## src/rtl/fetch_skid_buffer.sv

```systemverilog
// ---------------------------------------------------------------------------
// fetch_skid_buffer
//
// Two-entry skid buffer between instruction fetch and decode. Each accepted
// word is stored with its PC+4 value and is presented to decode in arrival
// order through a valid/ready handshake. in_ready is derived from registered
// occupancy only, so decode stalls never form a combinational path back into
// fetch. A flush (branch/jump redirect) discards every buffered entry.
//
// Optional feature: define FETCH_SKID_BYPASS_EN to let a word arriving at an
// empty buffer appear on out_* in the same cycle. It is consumed directly if
// decode is ready, and is stored otherwise.
//
// Parameters
//   DEPTH          number of entries (fixed at 2; pointers are 1 bit)
//   RESET_PC_NEXT  value shown on out_pc_next while nothing is valid
//
// Ports
//   clk          rising-edge clock
//   reset        asynchronous active-low reset
//   in_valid     fetch presents a word
//   in_instr     fetched instruction word
//   in_pc_next   PC+4 of the fetched word
//   in_ready     buffer can accept a word this cycle
//   out_valid    head word valid toward decode
//   out_instr    head instruction (0 when out_valid is low)
//   out_pc_next  head PC+4 (RESET_PC_NEXT when out_valid is low)
//   out_ready    decode consumes the head this cycle
//   flush        discard all entries at the next edge
//   count        current occupancy, 0..2
// ---------------------------------------------------------------------------
module fetch_skid_buffer #(
    parameter int unsigned DEPTH         = 2,
    parameter logic [31:0] RESET_PC_NEXT = 32'h0000_3004
) (
    input  logic        clk,
    input  logic        reset,
    input  logic        in_valid,
    input  logic [31:0] in_instr,
    input  logic [31:0] in_pc_next,
    output logic        in_ready,
    output logic        out_valid,
    output logic [31:0] out_instr,
    output logic [31:0] out_pc_next,
    input  logic        out_ready,
    input  logic        flush,
    output logic [1:0]  count
);

    localparam logic [1:0] FULL = 2'(DEPTH);

    logic [63:0] mem_q [2];
    logic [63:0] mem_d [2];
    logic        wr_ptr_q, wr_ptr_d;
    logic        rd_ptr_q, rd_ptr_d;
    logic [1:0]  cnt_q, cnt_d;

    logic        stored_valid;
    logic [63:0] head;
    logic        push;
    logic        pop;

    // Handshake and output selection
    always_comb begin
        stored_valid = (cnt_q != 2'd0);
        head         = mem_q[rd_ptr_q];
        in_ready     = (cnt_q != FULL);
        count        = cnt_q;
        out_valid    = 1'b0;
        out_instr    = '0;
        out_pc_next  = RESET_PC_NEXT;
        push         = 1'b0;
        pop          = 1'b0;

`ifdef FETCH_SKID_BYPASS_EN
        if (stored_valid) begin
            out_valid   = 1'b1;
            out_instr   = head[63:32];
            out_pc_next = head[31:0];
            pop         = out_ready & ~flush;
            push        = in_valid & in_ready & ~flush;
        end else if (in_valid && !flush) begin
            // Empty buffer: forward fetch straight to decode; only store the
            // word if decode does not take it this cycle.
            out_valid   = 1'b1;
            out_instr   = in_instr;
            out_pc_next = in_pc_next;
            push        = ~out_ready;
        end
`else
        if (stored_valid) begin
            out_valid   = 1'b1;
            out_instr   = head[63:32];
            out_pc_next = head[31:0];
        end
        push = in_valid & in_ready & ~flush;
        pop  = out_valid & out_ready & ~flush;
`endif
    end

    // Next-state computation; flush overrides every other event
    always_comb begin
        mem_d    = mem_q;
        wr_ptr_d = wr_ptr_q;
        rd_ptr_d = rd_ptr_q;
        cnt_d    = cnt_q;

        if (flush) begin
            wr_ptr_d = 1'b0;
            rd_ptr_d = 1'b0;
            cnt_d    = 2'd0;
        end else begin
            if (push) begin
                mem_d[wr_ptr_q] = {in_instr, in_pc_next};
                wr_ptr_d        = ~wr_ptr_q;
            end
            if (pop) begin
                rd_ptr_d = ~rd_ptr_q;
            end
            if (push && !pop) begin
                cnt_d = cnt_q + 2'd1;
            end else if (pop && !push) begin
                cnt_d = cnt_q - 2'd1;
            end
        end
    end

    always_ff @(posedge clk or negedge reset) begin
        if (!reset) begin
            for (int unsigned i = 0; i < 2; i++) begin
                mem_q[i] <= '0;
            end
            wr_ptr_q <= 1'b0;
            rd_ptr_q <= 1'b0;
            cnt_q    <= 2'd0;
        end else begin
            mem_q    <= mem_d;
            wr_ptr_q <= wr_ptr_d;
            rd_ptr_q <= rd_ptr_d;
            cnt_q    <= cnt_d;
        end
    end

endmodule

```

## config.mk

```make
export PLATFORM = sky130hd
export DESIGN_NAME = fetch_skid_buffer
export DESIGN_NICKNAME = d
export VERILOG_FILES = /design/src/rtl/fetch_skid_buffer.sv
export SDC_FILE = /design/constraint.sdc
export NUM_CORES = 1
export LEC_CHECK = 0
export CORE_ASPECT_RATIO = 1.1
export CORE_MARGIN = 3
export CORE_UTILIZATION = 25
export CTS_BUF_LIST = sky130_fd_sc_hd__clkbuf_4
export DETAILED_ROUTE_END_ITERATION = 6
export PLACE_DENSITY_LB_ADDON = 0.15
export SETUP_SLACK_MARGIN = 0.15
export SLEW_MARGIN = 20
export SYNTH_ARGS = -nofsm -noshare
export SYNTH_HDL_FRONTEND = slang
export SYNTH_SLANG_ARGS = --single-unit
```

## constraint.sdc

```tcl
create_clock -name clk -period 4.7 [get_ports clk]
set_input_delay 0.705 -clock clk [delete_from_list [all_inputs] [get_ports clk]]
set_output_delay 0.705 -clock clk [all_outputs]
set_load 0.01 [all_outputs]
```

==> out/metrics.csv <==
stage,metric,value,unit
hold_path,hp-class,in2async,
die,coreArea,23900,sq um
drt,wirelength,15100,um
clock_tree,clock_path_buffers,2,
clock_tree,cts_hold_buf,0,
yosys,yosysUniqueCellTypes,22,
setup_path,crit_end,out_instr[12],
yosys,synth-async-reset-ratio,100,%
global_routing,grt_pass1_vias,4330,
global_routing,use_met2,19.3,%
placement,place_ws,1.79,ns
die,die_x,156,um
global_routing,gr-total-overflow,0,
global_routing,grt.busiest_layer,met2,
sta,tns,0,ns
setup_path,cp-end-kind,output pin,
yosys,avgSynthCellArea,14.1,sq um
final_layout,synthToLayoutAreaGrowth,32.4,%
power,p_per_area,400,nW/um^2
placement,hpwl,9700,um
yosys,synth_nets,505,
die,die-area,26600,sq um
yosys,synth.most_common_cell,dfrtp_1,
setup_path,worstSetupPathType,reg2out,
die,io_pins,137,
final_layout,final_layout_size_suffix_gt1_share,29.4,%
die,rows,59,
setup_path,startpoint,rd_ptr_q,
final_layout,fin_cells,891,
clock_tree,numCtsBuffers,17,
yosys,yosys_warnings,0,
sta,fmax,0.293,GHz
die,initial_core_util,25.8,%
yosys,synth_top_cell_by_area,dfrtp_1,
yosys,ys_seq_elements,132,
sta,worst_pin_slew,0.907,ns
setup_path,r2r-end,mem_q[41],
yosys,synthesis.area,6160,sq um
clock_tree,post_cts_resized,0,
setup_path,cp_max_fo,38,
power,irDropWorstVdd,0.160,mV
sta,finalCriticalPeriod,3.42,ns
sta,maxSlewViolCount,0,
placement,dp.cells,859,
yosys,synthCells,436,
outcome,status,"complete, no violations",
clock_tree,cts_tree,yes,
yosys,synth_seq_area_share,53.6,%
final_layout,final_core_util,34.1,%
sta,setup_viol,0,
clock_tree,clock_latency,0.53,ns
yosys,synth_common_cells,"132 x dfrtp_1, 68 x mux2_2, 65 x mux2i_1, 63 x nor2_1, 60 x mux2_4",
sta,fin_ws,1.28,ns
yosys,synthTopCellsByArea,"dfrtp_1 54%, mux2_4 15%, mux2_2 12%, mux2i_1 11%, nor2_1 3.8%",
global_routing,grt_max_degree,97,
yosys,synth_top_area_share,53.6,%
run,drv_cap,0,
global_routing,grt_pass1_wl,24300,um
sta,fin_crit_sh,72.7,%
yosys,synth-main-ff-cell,dfrtp_1,
sta,slew_headroom,39.6,%
sta,skew,0.0208,ns
setup_path,required,3.99,ns
drt,drt_iter0_markers,137,
sta,rsz0062_at_grt,no,
placement,port_buffers,136,
yosys,synth-edff-count,0,
setup_path,cp-start-kind,register,
drt,viasPerCell,4.40,
sta,hold_viol_final,0,
power,p_leak,3.37,nW
final_layout,final_nets,642,
clock_tree,postCtsSetupBuffers,0,
global_routing,grt_usage,11.8,%
placement,gp_congestion,0.694,
die,die-height,171,um
clock_tree,ctsHtreeMaxLevel,4,
setup_path,rr_startpoint,count[0],
global_routing,use_met3,3.72,%
setup_path,reg2reg_slack,2.68,ns
clock_tree,clk_pin_slew_worst_paths,0.11,ns
drt,wire_per_inst,17.0,um
drt,drc,0,
drt,drt-pass1-iter-count,4,
global_routing,grt.met1_usage,14.9,%
drt,postRouteAntennaNets,0,
setup_path,r2r_cells,5,
global_routing,antenna_found_initial,1,
clock_tree,cts_sinks,132,
clock_tree,clockRootBuffer,clkbuf_4,
drt,num_vias,3916,
setup_path,arrival,2.71,ns
==> routing by layer <==
| layer | routed length [um] | share of wire (%) |
|---|---|---|
| met3 | 803 | 5.3 |
| met4 | 206 | 1.4 |
| met1 | 6870 | 46 |
| met2 | 7220 | 48 |
| met5 | 0 | 0 |
==> cell usage in the layout, fill, tap and decap left out, drive strengths merged, types with 4 or more instances in the layout <==
cell,instances
a21oi,4
buf,9
bufinv,4
clkbuf,17
clkdlybuf4s50,135
clkinv,7
dfrtp,132
inv,5
mux2,128
mux2i,65
nor2,63
==> cells by family (layout without fill, tap and decap cells) <==
group	Yosys count	count (layout)	share of synthesized area [%]
flip-flops	132	132	53.6
multiplexers	193	193	37.6
AND/OR/NAND/NOR	73	73	5.14
XOR/XNOR	1	1	0.142
buffers and inverters	29	178	2.74
other	0	1	0
AO/OA/AOI/OAI	8	8	0.731
==> worst min-delay path by stage <==
stage	start	endpoint	slack (ns)	cells past startpoint
final	reset	mem_q[120]	0.25	1
after global routing	reset	mem_q[94]	0.25	1
after CTS	reset	mem_q[94]	0.24	1
after detailed placement	mem_q[74]	mem_q[74]	0.49	1
after global placement	mem_q[43]	mem_q[43]	0.49	1
after floorplan	reset	count[0]	0.41	0
==> layout make-up <==
type                    count  area [sq um]
diodes                      1          2.50
clock buffers              17           128
clock inverters            14           185
fillers                  2381         15800
inverters                   3          11.3
multi-input cells         275          2700
flip-flops and latches    132          3310
well taps                 305           382
repair buffers            144          1450
==> worst max-delay path: stages (launching register included) <==
cell and delay (ns):
dfrtp_4 0.93, buf_4 0.42, mux2i_1 0.25, nor2_1 0.06
clkdlybuf4s50_1 0.52
==> sequential cells by signal, summed over array words and instances (netlist names) <==
register  flops
rd_ptr_q      1
wr_ptr_q      1
mem_q       128
count         2
==> stage by stage <==
| step | instance area [sq um] | total power [mW] | hold slack, ns |
|---|---|---|---|
| after detailed placement | 7840 | 2.46 | 0.491 |
| final | 8160 | 3.27 | 0.250 |
| after floorplan | 6160 | 2.09 | 0.409 |
| after global placement | 7840 | 2.43 | 0.486 |
| after global routing | 8160 | 3.48 | 0.246 |
| after CTS | 8160 | 3.33 | 0.242 |
==> report_power, final <==
group	switching, mW	total, mW	internal (mW)
clock network	0.430	0.848	0.418
logic	0.308	0.850	0.542
registers	0.158	1.57	1.41
No activity file was read; power rests on OpenSTA's default activity.
